`src/rtl/dest_reg_tracker_if.sv`:
```
// rtl/dest_reg_tracker_if.sv - Decode/forwarding bundle for the destination register tracker
// Purpose: groups the Decode-side inputs and the forwarding/stall outputs of dest_reg_tracker.
// Modports:
//   master - Decode control / forwarding unit side: drives Decode info, receives stage IDs and stall
//   slave  - dest_reg_tracker side
// Signals:
//   Rd_D/RegWrite_D/MemToReg_D  Decode destination, write enable, load flag
//   Rs1_D/Rs2_D/Use1_D/Use2_D   Decode source IDs and their read qualifiers
//   Valid_D, Flush_E, Mem_Ready Decode validity, branch flush into E, data memory completion
//   Rd_E/Rd_M/Rd_WB, En_M/En_WB stage destination IDs and forwardable qualifiers
//   Stall_FD, Stall_Cnt         Fetch/Decode stall request and saturating stall-cycle count
interface dest_reg_tracker_if #(
  parameter int N  = 4,
  parameter int CW = 16
);
  logic [N-1:0]  Rd_D;
  logic          RegWrite_D;
  logic          MemToReg_D;
  logic [N-1:0]  Rs1_D;
  logic [N-1:0]  Rs2_D;
  logic          Use1_D;
  logic          Use2_D;
  logic          Valid_D;
  logic          Flush_E;
  logic          Mem_Ready;
  logic [N-1:0]  Rd_E;
  logic [N-1:0]  Rd_M;
  logic [N-1:0]  Rd_WB;
  logic          En_M;
  logic          En_WB;
  logic          Stall_FD;
  logic [CW-1:0] Stall_Cnt;

  modport master (
    output Rd_D, RegWrite_D, MemToReg_D, Rs1_D, Rs2_D, Use1_D, Use2_D,
           Valid_D, Flush_E, Mem_Ready,
    input  Rd_E, Rd_M, Rd_WB, En_M, En_WB, Stall_FD, Stall_Cnt
  );

  modport slave (
    input  Rd_D, RegWrite_D, MemToReg_D, Rs1_D, Rs2_D, Use1_D, Use2_D,
           Valid_D, Flush_E, Mem_Ready,
    output Rd_E, Rd_M, Rd_WB, En_M, En_WB, Stall_FD, Stall_Cnt
  );
endinterface

```
`src/rtl/dest_reg_tracker.sv`:
```
// rtl/dest_reg_tracker.sv - E/M/WB destination register tracking with load-use and memory-wait stall
// Purpose: tracks {valid, rd, write, load} for the Execute, Memory and Write-Back stages, feeds the
//   forwarding unit, and raises the Fetch/Decode stall plus Execute bubble on load-use or memory wait.
// Ports:
//   clk   - system clock, rising edge
//   rst_n - asynchronous active-low reset; all stages become bubbles, stall counter cleared
//   bus   - dest_reg_tracker_if.slave: Decode inputs, stage IDs, enables, stall and stall count
module dest_reg_tracker #(
  parameter int N  = 4,
  parameter int CW = 16
) (
  input  logic           clk,
  input  logic           rst_n,
  dest_reg_tracker_if.slave bus
);

  logic          r_v_e, r_we_e, r_ld_e;
  logic [N-1:0]  r_rd_e;
  logic          r_v_m, r_we_m, r_ld_m;
  logic [N-1:0]  r_rd_m;
  logic          r_v_w, r_we_w;
  logic [N-1:0]  r_rd_w;
  logic [CW-1:0] r_stall_cnt;

  logic w_load_use;
  logic w_freeze;
  logic w_stall;
  logic w_bubble_e;

  // A load in E whose destination is actually read by the Decode instruction.
  assign w_load_use = r_v_e & r_ld_e & r_we_e & bus.Valid_D &
                      ((bus.Use1_D & (bus.Rs1_D == r_rd_e)) |
                       (bus.Use2_D & (bus.Rs2_D == r_rd_e)));
  assign w_freeze   = r_v_m & r_ld_m & ~bus.Mem_Ready;
  assign w_stall    = w_load_use | w_freeze;
  assign w_bubble_e = bus.Flush_E | w_load_use | ~bus.Valid_D;

  always_ff @(posedge clk or negedge rst_n) begin
    if (!rst_n) begin
      r_v_e  <= 1'b0;
      r_we_e <= 1'b0;
      r_ld_e <= 1'b0;
      r_rd_e <= '0;
      r_v_m  <= 1'b0;
      r_we_m <= 1'b0;
      r_ld_m <= 1'b0;
      r_rd_m <= '0;
      r_v_w  <= 1'b0;
      r_we_w <= 1'b0;
      r_rd_w <= '0;
    end else if (w_freeze) begin
      // M and E hold; WB drains to a bubble. A flush still clears E.
      r_v_w  <= 1'b0;
      r_we_w <= 1'b0;
      r_rd_w <= '0;
      if (bus.Flush_E) begin
        r_v_e  <= 1'b0;
        r_we_e <= 1'b0;
        r_ld_e <= 1'b0;
        r_rd_e <= '0;
      end
    end else begin
      // Load flag is not needed past M: WB forwards loads and ALU results alike.
      r_v_w  <= r_v_m;
      r_we_w <= r_we_m;
      r_rd_w <= r_rd_m;
      r_v_m  <= r_v_e;
      r_we_m <= r_we_e;
      r_ld_m <= r_ld_e;
      r_rd_m <= r_rd_e;
      if (w_bubble_e) begin
        r_v_e  <= 1'b0;
        r_we_e <= 1'b0;
        r_ld_e <= 1'b0;
        r_rd_e <= '0;
      end else begin
        r_v_e  <= 1'b1;
        r_we_e <= bus.RegWrite_D;
        r_ld_e <= bus.MemToReg_D;
        r_rd_e <= bus.Rd_D;
      end
    end
  end

  always_ff @(posedge clk or negedge rst_n) begin
    if (!rst_n) begin
      r_stall_cnt <= '0;
    end else if (w_stall && (r_stall_cnt != {CW{1'b1}})) begin
      r_stall_cnt <= r_stall_cnt + 1'b1;
    end
  end

  assign bus.Rd_E      = r_rd_e;
  assign bus.Rd_M      = r_rd_m;
  assign bus.Rd_WB     = r_rd_w;
  assign bus.En_M      = r_v_m & r_we_m & ~r_ld_m;
  assign bus.En_WB     = r_v_w & r_we_w;
  assign bus.Stall_FD  = w_stall;
  assign bus.Stall_Cnt = r_stall_cnt;

endmodule

```
`src/flat_wrapper.sv`:
```
// flat-port wrapper written by rule: the top's interface ports become plain ports
module dest_reg_tracker_flat 
#(
  parameter int N  = 4,
  parameter int CW = 16
)
  (clk, rst_n, bus_Rd_D, bus_RegWrite_D, bus_MemToReg_D, bus_Rs1_D, bus_Rs2_D, bus_Use1_D, bus_Use2_D, bus_Valid_D, bus_Flush_E, bus_Mem_Ready, bus_Rd_E, bus_Rd_M, bus_Rd_WB, bus_En_M, bus_En_WB, bus_Stall_FD, bus_Stall_Cnt);
  dest_reg_tracker_if #(.N(N), .CW(CW)) bus_i ();
  input  logic clk;
  input  logic rst_n;
  input wire logic [$bits(bus_i.Rd_D)-1:0] bus_Rd_D;
  input wire logic [$bits(bus_i.RegWrite_D)-1:0] bus_RegWrite_D;
  input wire logic [$bits(bus_i.MemToReg_D)-1:0] bus_MemToReg_D;
  input wire logic [$bits(bus_i.Rs1_D)-1:0] bus_Rs1_D;
  input wire logic [$bits(bus_i.Rs2_D)-1:0] bus_Rs2_D;
  input wire logic [$bits(bus_i.Use1_D)-1:0] bus_Use1_D;
  input wire logic [$bits(bus_i.Use2_D)-1:0] bus_Use2_D;
  input wire logic [$bits(bus_i.Valid_D)-1:0] bus_Valid_D;
  input wire logic [$bits(bus_i.Flush_E)-1:0] bus_Flush_E;
  input wire logic [$bits(bus_i.Mem_Ready)-1:0] bus_Mem_Ready;
  output wire logic [$bits(bus_i.Rd_E)-1:0] bus_Rd_E;
  output wire logic [$bits(bus_i.Rd_M)-1:0] bus_Rd_M;
  output wire logic [$bits(bus_i.Rd_WB)-1:0] bus_Rd_WB;
  output wire logic [$bits(bus_i.En_M)-1:0] bus_En_M;
  output wire logic [$bits(bus_i.En_WB)-1:0] bus_En_WB;
  output wire logic [$bits(bus_i.Stall_FD)-1:0] bus_Stall_FD;
  output wire logic [$bits(bus_i.Stall_Cnt)-1:0] bus_Stall_Cnt;
  assign bus_i.Rd_D = bus_Rd_D;
  assign bus_i.RegWrite_D = bus_RegWrite_D;
  assign bus_i.MemToReg_D = bus_MemToReg_D;
  assign bus_i.Rs1_D = bus_Rs1_D;
  assign bus_i.Rs2_D = bus_Rs2_D;
  assign bus_i.Use1_D = bus_Use1_D;
  assign bus_i.Use2_D = bus_Use2_D;
  assign bus_i.Valid_D = bus_Valid_D;
  assign bus_i.Flush_E = bus_Flush_E;
  assign bus_i.Mem_Ready = bus_Mem_Ready;
  assign bus_Rd_E = bus_i.Rd_E;
  assign bus_Rd_M = bus_i.Rd_M;
  assign bus_Rd_WB = bus_i.Rd_WB;
  assign bus_En_M = bus_i.En_M;
  assign bus_En_WB = bus_i.En_WB;
  assign bus_Stall_FD = bus_i.Stall_FD;
  assign bus_Stall_Cnt = bus_i.Stall_Cnt;
  dest_reg_tracker #(.N(N), .CW(CW)) u_core (.clk(clk), .rst_n(rst_n), .bus(bus_i));
endmodule
```
`config.mk`:
```
export PLATFORM = sky130hd
export DESIGN_NAME = dest_reg_tracker_flat
export DESIGN_NICKNAME = d
export VERILOG_FILES = /design/src/rtl/dest_reg_tracker_if.sv /design/src/rtl/dest_reg_tracker.sv /design/src/flat_wrapper.sv
export SDC_FILE = /design/constraint.sdc
export NUM_CORES = 1
export LEC_CHECK = 0
export ABC_CLOCK_PERIOD_IN_PS = 4500
export BUFFER_PORTS_ARGS = -buffer_cell sky130_fd_sc_hd__buf_2
export CORE_ASPECT_RATIO = 1.2
export CORE_UTILIZATION = 57
export DETAILED_ROUTE_END_ITERATION = 6
export PLACE_DENSITY_LB_ADDON = 0.3
export SYNTH_ARGS = -nofsm -noshare
export SYNTH_HDL_FRONTEND = slang
export SYNTH_SLANG_ARGS = --single-unit
```
`constraint.sdc`:
```
create_clock -name clk -period 4.5 [get_ports clk]
set_input_delay 0.225 -clock clk [delete_from_list [all_inputs] [get_ports clk]]
set_output_delay 0.225 -clock clk [all_outputs]
set_load 0.01 [all_outputs]
```
==> results_dict.tcl, run 1 <==
set metrics [dict create \
    status "finished clean" \
    utilization 0.698 \
    postLayoutCellArea_um2 2350 \
    power_density_nw_per_um2 306 \
    synth_edf_count 0 \
    grt.busiest_layer "met2" \
    antenna_found_initial 0 \
    skew_ns 0.00311 \
    ys_ff_latch 36 \
    synth_area_leaders "dfrtp_1 45%, nand2_1 6.9%, nand3_1 3.2%" \
    r2r_cells 5 \
    critical_path_arrival_ns 2.68 \
    syn_inst 213 \
    start_kind "flip-flop" \
    min_path_type "input pin to async pin" \
    critPathCaptureType "primary output" \
    grt_pass1_wl_mm 7.49 \
    tightest_slew_ns 0.896 \
    cts_buffer_depth 2 \
    combPwrFrac 0.150 \
    setup_tns_ns 0 \
    crit_fanout 22 \
    crit_type "flip-flop to primary output" \
    synth-compound-area-share 0.182 \
    numPortBuffers 51 \
    hold_violations 0 \
    cpMaxStageDelayCell "nand3_1" \
    yosys.area.top_type "dfrtp_1" \
    synth_mux_area_frac 0.0273 \
    clkSinkCount 36 \
    critical_path.cell_chain "xor2_1 -> nor4_2 -> nand3_1 -> nand3_1 -> buf_2" \
    whs_ns 0.0116 \
    viasPerCell 6.11 \
    io_pins 52 \
    dieArea_um2 3790 \
    fp.dieH_um 67.2 \
    synth_async_sr_flop_share 1.00 \
    sw_frac_of_total 0.266 \
    setup_viol 0 \
    postRouteAntennaNets 0 \
    path_buf_inv 1 \
    placed_area_um2 2250 \
    internal_power_w 0.000528 \
    peakVddDrop_mv 0.285 \
    area_growth_syn_to_layout_pct 16.4 \
    fin_nets 280 \
    cts.repair.resized 0 \
    grt_use_met3 0.0613 \
    finalCritPeriodShare 0.645 \
    num_vias 1802 \
    use_met1 0.309 \
    dp_hpwl_mm 3.03 \
    n_fill_cell 275 \
    synthSimpleGateAreaFrac 0.258 \
    mappedNetlistNets 235 \
    power_frac_clock 0.349 \
    post-route-drc-count 0 \
    clock_latency_ns 0.29 \
    gr-usage-all-layers 0.257 \
    firstDrtPassIters 4 \
    core_area_um2 3370 \
    switchingPower_w 0.000192 \
    synth_area_um2 2020 \
    avgRoutedWirePerCell_um 15.3 \
    instances_no_fill 295 \
    synth_top_area_share 0.446 \
    cts_hold_buf 0 \
    tritoncts "done" \
    min_period_ns 2.90 \
    seq_area_frac_synth 0.446 \
    drive_gt1_frac 0.279 \
    finalMaxSlewViolations 0 \
    initial_core_util 0.600 \
    rsz0062_at_grt "false" \
    drt_iter0_drc 91 \
    clock.fmax_mhz 345 \
    ys_warn_count 0 \
    place_inst 288 \
    drt_wl_total_mm 4.50 \
    max-cap-violations 0 \
    grt_max_degree 39 \
    antenna_cells 0 \
    slowest_delay_ns 0.70 \
    crit_family "simple AND/OR/NAND/NOR gates" \
    cts.clk_slew.worst_paths_ns 0.07 \
    overflow 0 \
    avgSynthCellArea_um2 9.48 \
    ys_types 47 \
    use_met2 0.452 \
    gp_congestion 0.826 \
    grt_pass1_vias 1655 \
    crit_top_cell "nand3_1" \
    fp.dieW_um 56.3 \
    synth_top_family_by_area "simple AND/OR/NAND/NOR gates" \
    power_frac_seq 0.501 \
    cts_setup_buffers 0 \
    r2r_setup_slack_ns 1.94 \
    maxSlewHeadroom 0.401 \
    cp.required_ns 4.28 \
    power.leakage_nw 1.10 \
    cts-root-buf "clkbuf_8" \
    worstSetupPathDepth 5 \
    synthXorXnorAreaFrac 0.0347 \
    synth-main-ff-cell "dfrtp_1" \
    cts.htree.levels 2 \
    numCtsBuffers 5 \
    synthAdderAreaFrac 0.00620 \
    rows 23 \
]
## power groups by stage
stage / Combinational [W] / Clock, W / Sequential, W
3_5_place_dp: 0.000108 / 0 / 0.000368
3_3_place_gp: 0.000106 / 0 / 0.000366
5_1_grt: 0.000122 / 0.000265 / 0.000364
2_1_floorplan: 0.0000599 / 0 / 0.000371
6_report: 0.000108 / 0.000251 / 0.000361
4_1_cts: 0.000109 / 0.000251 / 0.000361
## state kept, by name (all words and copies together), names as in the netlist
register              flops
u_core.r_ld_e             1
u_core.bus.Stall_Cnt     16
u_core.r_we_e             1
u_core.bus.Rd_WB          4
u_core.r_v_e              1
u_core.r_v_m              1
u_core.r_ld_m             1
u_core.r_v_w              1
u_core.bus.Rd_E           4
u_core.bus.Rd_M           4
u_core.r_we_m             1
u_core.r_we_w             1
## cells by family (layout without fill, tap and decap cells)
| logic type | after synthesis | after routing |
|---|---|---|
| xor+xnor | 8 | 8 |
| buf+inv | 19 | 64 |
| simple gates | 98 | 98 |
| flops | 36 | 36 |
| compound gates | 46 | 46 |
| fa+ha+maj | 1 | 1 |
| mux | 5 | 5 |
## cells in the mapped netlist, drive strengths merged (2+ instances only)
cell type,number
nor2,6
xor2,4
nand2,37
mux2,4
o31a,3
nor2b,2
and3,8
nor4,6
nand4,5
clkbuf,8
a21oi,7
o21ai,3
o311ai,3
inv,5
buf,6
a31oi,5
a41oi,5
dfrtp,36
or2,2
o31ai,3
and4,3
nand3,14
or3,2
a2111oi,3
xnor2,4
o2bb2ai,2
and2,9
o41ai,4
nand2b,3
a31o,2
## cell usage in the layout, fill, tap and decap left out, types with 3 or more instances in the layout
cell type / Yosys / final
buf_2: 2 / 51
nand2_1: 37 / 37
dfrtp_1: 36 / 36
nand3_1: 13 / 13
and2_1: 9 / 9
and3_1: 8 / 8
a21oi_1: 7 / 7
clkbuf_8: 0 / 7
nor2_1: 6 / 6
inv_1: 5 / 5
nand4_1: 5 / 5
a41oi_1: 5 / 5
a31oi_1: 5 / 5
nor4_1: 5 / 5
xor2_1: 4 / 4
xnor2_1: 4 / 4
mux2_2: 4 / 4
o41ai_1: 4 / 4
o31a_1: 3 / 3
o311ai_0: 3 / 3
nand2b_1: 3 / 3
a2111oi_2: 3 / 3
o31ai_1: 3 / 3
## worst paths after layout
kind | start | end
worst max-delay path | u_core.bus.Rd_E[3]$_DFFE_PN0P_ | bus_Stall_FD
worst min-delay path | rst_n | u_core.r_we_w$_DFF_PN0_
worst max register to register | u_core.bus.Rd_E[3]$_DFFE_PN0P_ | u_core.bus.Stall_Cnt[12]$_DFFE_PN0P_
worst min register to register | u_core.bus.Rd_M[3]$_DFFE_PN0N_ | u_core.bus.Rd_M[3]$_DFFE_PN0N_
max in group asynchronous | rst_n | u_core.bus.Stall_Cnt[10]$_DFFE_PN0P_
min in group clk | bus_Flush_E | u_core.r_we_e$_DFFE_PN0P_
## layer usage
metal | share of wire | wire (um) | vias up
met5 | 0 | 0 | -
met4 | 0.019 | 85 | 0
met3 | 0.047 | 212 | 8
met2 | 0.50 | 2230 | 57
met1 | 0.44 | 1970 | 858
li1 | - | - | 879
## stage by stage
step / setup slack, ns / power (W)
after floorplan: 2.52 / 0.000431
after global placement: 1.96 / 0.000473
after detailed placement: 1.91 / 0.000475
after CTS: 1.58 / 0.000721
after global routing: 1.45 / 0.000751
final: 1.60 / 0.000720
## area by class of cell
| class | count | area [um^2] | share of cell area |
|---|---|---|---|
| Timing Repair Buffer | 52 | 263 | 0.112 |
| Inverter | 5 | 18.8 | 0.00798 |
| Tap cell | 37 | 46.3 | 0.0197 |
| Sequential cell | 36 | 901 | 0.383 |
| Clock buffer | 7 | 96.3 | 0.0410 |
| Multi-Input combinational cell | 158 | 1030 | 0.436 |
No activity file was read; power rests on OpenSTA's default activity.
==> inputs of run 2 (changes only) <==
Settings changed: ABC_CLOCK_PERIOD_IN_PS 4500 to 2600, CORE_UTILIZATION 57 to 47.
Clock period 4.5 ns to 2.6 ns, I/O delays scaled along.
==> run 2 against run 1 <==
Final cell count increased by 7.5%; clock skew increased by 0.0038 ns; utilization decreased by 9.5 points; register-to-register slack got worse by 1.5 ns; critical path type unchanged; critical endpoint unchanged.
==> results_dict.tcl, run 2 (synthesis results as in run 1) <==
set metrics [dict create \
    setup_tns_ns 0 \
    sw_frac_of_total 0.266 \
    power_frac_seq 0.476 \
    crit_type "flip-flop to primary output" \
    cts.repair.resized 0 \
    switchingPower_w 0.000348 \
    critPathCaptureType "primary output" \
    multiInputGateArea_um2 1030 \
    cts_buffer_depth 2 \
    skew_ns 0.00695 \
    area_growth_syn_to_layout_pct 20.4 \
    num_vias 1848 \
    peakVddDrop_mv 0.280 \
    largest_reg_flops 16 \
    numCtsBuffers 5 \
    overflow 0 \
    drive_gt1_frac 0.289 \
    cts.htree.levels 2 \
    internal_power_w 0.000963 \
    max-cap-violations 0 \
    antenna_cells 0 \
    firstDrtPassIters 5 \
    r2r_setup_slack_ns 0.48 \
    layout_commonest_cell "buf_2" \
    post-route-drc-count 0 \
    min_path_type "input pin to flip-flop" \
    cts.clk_slew.worst_paths_ns 0.07 \
    critical_path_arrival_ns 2.10 \
    viasPerCell 5.83 \
    tritoncts "done" \
    clkSinkCount 36 \
    avgRoutedWirePerCell_um 15.2 \
    gp_congestion 0.778 \
    cp.required_ns 2.47 \
    postLayoutCellArea_um2 2430 \
    status "finished clean" \
    core_area_um2 4040 \
    gr-usage-all-layers 0.238 \
    initial_core_util 0.500 \
    setup_viol 0 \
    clock_latency_ns 0.30 \
    postRouteAntennaNets 0 \
    power.leakage_nw 1.13 \
    dieArea_um2 4560 \
    grt_max_degree 37 \
    dp_hpwl_mm 3.33 \
    power_density_nw_per_um2 539 \
    grt_pass1_vias 1650 \
    cts_setup_buffers 0 \
    placed_area_um2 2310 \
    r2r_cells 6 \
    fp.dieH_um 73.8 \
    maxSlewHeadroom 0.455 \
    min_period_ns 2.23 \
    grt_pass1_wl_mm 7.80 \
    clock.fmax_mhz 449 \
    finalCritPeriodShare 0.857 \
    finalMaxSlewViolations 0 \
    rsz0062_at_grt "false" \
    antenna_found_initial 0 \
    io_pins 52 \
    drt_iter0_drc 76 \
    fin_nets 284 \
    fp.dieW_um 61.8 \
    cts_hold_buf 1 \
    cts-root-buf "clkbuf_8" \
    start_kind "flip-flop" \
    hold_violations 0 \
    power_frac_clock 0.380 \
    tightest_slew_ns 0.818 \
    seqCellArea_um2 901 \
    crit_fanout 14 \
    min_path_cells 2 \
    rows 25 \
    drt_wl_total_mm 4.81 \
    combPwrFrac 0.144 \
    layout_common_cells "51 x buf_2, 37 x nand2_1, 36 x dfrtp_1, 13 x nand3_1, 9 x and2_1" \
    n_fill_cell 359 \
    numPortBuffers 51 \
]
==> run 2: per-stage QoR <==
stage,hold slack [ns],power [W],setup WS (ns),utilization,std cells
after floorplan,-0.166,0.000745,0.620,-,213
after global placement,0.268,0.000820,0.581,0.573,308
after detailed placement,0.272,0.000825,0.505,0.573,308
after CTS,0.0797,0.00132,0.353,0.603,317
after global routing,0.0948,0.00138,0.224,0.603,317
final,0.0901,0.00131,0.371,0.603,317
==> run 2: worst max-delay path, stage by stage, from the launching register on <==
cell and delay, ns:
dfrtp_1 0.40, and4_1 0.23, nand4_1 0.10, or2_1 0.50, nand3_1 0.34, buf_2 0.23
==> run 2: power by group through the flow <==
stage | clock (W) | sequential, W | combinational [W]
after detailed placement | 0 | 0.000635 | 0.000190
after global routing | 0.000534 | 0.000631 | 0.000215
after global placement | 0 | 0.000633 | 0.000186
final | 0.000498 | 0.000624 | 0.000189
after CTS | 0.000506 | 0.000624 | 0.000192
after floorplan | 0 | 0.000642 | 0.000104
==> run 2: metal layers <==
layer  routed length, um  GRT usage  up-vias
met1                2090      0.316      904
met2                2420      0.358       51
met5                   0          0        -
met3                 210     0.0669        7
li1                    -          -      886
met4                  87     0.0988        0
==> run 2: final cells by class <==
cell class                 count  share of cell area
clock buffer                   5              0.0283
timing repair buffer          56               0.127
sequential                    36               0.370
inverter                       5             0.00772
tap                           54              0.0278
multi-input combinational    158               0.422
clock inverter                 3              0.0175
==> run 2: worst paths after layout <==
check / to / start
max in group asynchronous: u_core.bus.Rd_E[1]$_DFFE_PN0P_ / rst_n
min reg2reg: u_core.bus.Rd_M[0]$_DFFE_PN0N_ / u_core.bus.Rd_M[0]$_DFFE_PN0N_
min: u_core.r_ld_e$_DFFE_PN0P_ / bus_Flush_E
max: bus_Stall_FD / u_core.r_we_e$_DFFE_PN0P_
max reg2reg: u_core.bus.Stall_Cnt[12]$_DFFE_PN0P_ / u_core.bus.Stall_Cnt[0]$_DFFE_PN0P_
min in group asynchronous: u_core.bus.Stall_Cnt[9]$_DFFE_PN0P_ / rst_n
==> inputs of run 3 (changes only) <==
Settings changed: ABC_AREA from default to 1.
==> run 3 against run 2 <==
Final cell count grew 9.8%; synthesized cell count grew 12%; first-iteration DRC count grew 33%; die area shrank 5.0%; largest cell class is now flip-flops and latches; worst hold slack lost 0.010 ns; via count shrank 12%; routed wire length shrank 22%; maximum frequency grew 30%; highest routed layer unchanged.
==> results_dict.tcl, run 3 <==
set metrics [dict create \
    layout_commonest_cell "nand2_1" \
    drt_iter0_drc 101 \
    internal_power_w 0.000855 \
    num_vias 1634 \
    avgSynthCellArea_um2 8.04 \
    clkSinkCount 36 \
    gp_congestion 0.829 \
    min_period_ns 1.72 \
    avgRoutedWirePerCell_um 10.8 \
    min_path_type "input pin to flip-flop" \
    cts_buffer_depth 2 \
    crit_fanout 16 \
    rsz0062_at_grt "false" \
    critical_path.cell_chain "ha_1 -> nand3_1 -> nor2_2 -> nand2_2 -> nor2_4 -> nand2_4 -> nand2_8 -> nand2_1 -> nand2_1" \
    finalMaxSlewViolations 0 \
    cts.repair.resized 0 \
    skew_ns 0.00567 \
    synth_area_leaders "dfrtp_1 47%, nand2_1 16%, nand3_1 6.8%" \
    post-route-drc-count 0 \
    grt_pass1_wl_mm 6.29 \
    postRouteAntennaNets 0 \
    core_area_um2 3910 \
    tightest_slew_ns 0.776 \
    sw_frac_of_total 0.249 \
    overflow 0 \
    power_density_nw_per_um2 495 \
    grt_max_degree 37 \
    numCtsBuffers 5 \
    path_buf_inv 0 \
    area_growth_syn_to_layout_pct 20.2 \
    cts_hold_buf 1 \
    slowest_delay_ns 0.41 \
    crit_type "flip-flop to flip-flop" \
    seqCellArea_um2 901 \
    synth-main-ff-cell "dfrtp_1" \
    yosysMostFrequentCell "nand2_1" \
    mappedNetlistNets 260 \
    combPwrFrac 0.110 \
    initial_core_util 0.490 \
    maxSlewHeadroom 0.483 \
    n_fill_cell 388 \
    ys_ff_latch 36 \
    numPortBuffers 51 \
    crit_top_cell "nand2_1" \
    r2r_cells 9 \
    synth_top_area_share 0.471 \
    yosys.area.top_type "dfrtp_1" \
    antenna_cells 0 \
    max-cap-violations 0 \
    status "finished clean" \
    rows 25 \
    fp.dieH_um 71.9 \
    syn_inst 238 \
    critical_path_arrival_ns 1.94 \
    synthTopCellsByCount "83 x nand2_1, 36 x dfrtp_1, 26 x nand3_1" \
    power_frac_clock 0.354 \
    crit_family "simple AND/OR/NAND/NOR gates" \
    dieArea_um2 4330 \
    clock.fmax_mhz 581 \
    setup_viol 0 \
    switchingPower_w 0.000284 \
    utilization 0.588 \
    grt_pass1_vias 1477 \
    drt_wl_total_mm 3.76 \
    min_path_cells 3 \
    postLayoutCellArea_um2 2300 \
    synth_edf_count 0 \
    cts.htree.levels 2 \
    fp.dieW_um 60.3 \
    seq_area_frac_synth 0.471 \
    power_w 0.00114 \
    largest_reg_flops 16 \
    synth_area_um2 1910 \
    cts-root-buf "clkbuf_8" \
    ys_types 26 \
    gr-usage-all-layers 0.192 \
    drive_gt1_frac 0.255 \
    io_pins 52 \
    multiInputGateArea_um2 880 \
    setup_tns_ns 0 \
    power_frac_seq 0.536 \
    antenna_found_initial 0 \
    dp_hpwl_mm 2.68 \
    viasPerCell 4.70 \
    critPathCaptureType "flip-flop" \
    cp.required_ns 2.82 \
    worstSetupPathDepth 9 \
    ys_warn_count 0 \
    power.leakage_nw 1.31 \
    clock_latency_ns 0.28 \
    layout_common_cells "83 x nand2_1, 51 x buf_2, 36 x dfrtp_1, 26 x nand3_1, 23 x nor2_1" \
    tritoncts "done" \
    cts.clk_slew.worst_paths_ns 0.07 \
    cpMaxStageDelayCell "dfrtp_1" \
    synth_async_sr_flop_share 1.00 \
    finalCritPeriodShare 0.662 \
    fin_nets 315 \
    placed_area_um2 2200 \
    hold_violations 0 \
    cts_setup_buffers 0 \
    firstDrtPassIters 4 \
    start_kind "flip-flop" \
    peakVddDrop_mv 0.253 \
]
## run 3: cell count changes after synthesis, moves of 7 or more
cell	delta
a21oi_1	-7
and2_1	-9
and3_1	-8
inv_1	+13
nand2_1	+46
nand3_1	+13
nor2_1	+17
## run 3: cell type report
class                   instances  share of cell area
inverters                      24              0.0392
multi-input cells             173               0.382
flip-flops and latches         36               0.392
repair buffers                 53               0.119
well taps                      54              0.0294
clock buffers                   8              0.0392
## run 3: kinds of logic (layout without fill, tap and decap cells)
group / count (synthesis) / in the layout / share of synthesized area
AOI/OAI and AO/OA: 7 / 7 / 0.0183
DFF: 36 / 36 / 0.471
xor gates and xnor gates: 13 / 13 / 0.0595
and+or+nand+nor: 152 / 152 / 0.375
buffers and inverters: 29 / 85 / 0.0699
adders and majority gates: 1 / 1 / 0.00653
## run 3: final timing paths
| check | startpoint | to | slack, ns |
|---|---|---|---|
| worst min-delay path | bus_RegWrite_D | u_core.r_we_e$_DFFE_PN0P_ | 0.08 |
| worst max register to register | u_core.bus.Stall_Cnt[0]$_DFFE_PN0P_ | u_core.bus.Stall_Cnt[1]$_DFFE_PN0P_ | 0.88 |
| max in group asynchronous | rst_n | u_core.bus.Rd_M[2]$_DFFE_PN0N_ | 1.64 |
| worst max-delay path | u_core.bus.Stall_Cnt[0]$_DFFE_PN0P_ | u_core.bus.Stall_Cnt[1]$_DFFE_PN0P_ | 0.88 |
| min in group asynchronous | rst_n | u_core.bus.Stall_Cnt[12]$_DFFE_PN0P_ | 0.46 |
| worst min register to register | u_core.r_ld_e$_DFFE_PN0P_ | u_core.r_ld_e$_DFFE_PN0P_ | 0.48 |
## run 3: through the flow
stage | worst slack [ns] | std cells | hold slack (ns)
after floorplan | 0.970 | 238 | -0.166
after global placement | 0.968 | 339 | 0.253
after detailed placement | 0.883 | 339 | 0.259
after CTS | 0.861 | 348 | 0.0804
after global routing | 0.677 | 348 | 0.0863
final | 0.879 | 348 | 0.0801
## run 3: layer usage
| layer | routed length (um) | global-route usage | share of wire |
|---|---|---|---|
| met5 | 0 | 0 | 0 |
| met4 | 21 | 0.0620 | 0.0056 |
| met3 | 156 | 0.0624 | 0.041 |
| met2 | 1730 | 0.291 | 0.46 |
| met1 | 1850 | 0.258 | 0.49 |
## run 3: power by group through the flow
stage / logic (W) / clock network (W) / registers [W]
after global placement: 0.000121 / 0 / 0.000618
after CTS: 0.000128 / 0.000411 / 0.000610
after floorplan: 0.0000546 / 0 / 0.000627
after detailed placement: 0.000127 / 0 / 0.000620
final: 0.000126 / 0.000403 / 0.000610
after global routing: 0.000145 / 0.000432 / 0.000615
## run 3: tightest hold or removal path, delay by kind of cell
family,cells,cell delay (ns)
simple gates,2,0.13
buf+inv,1,0.07
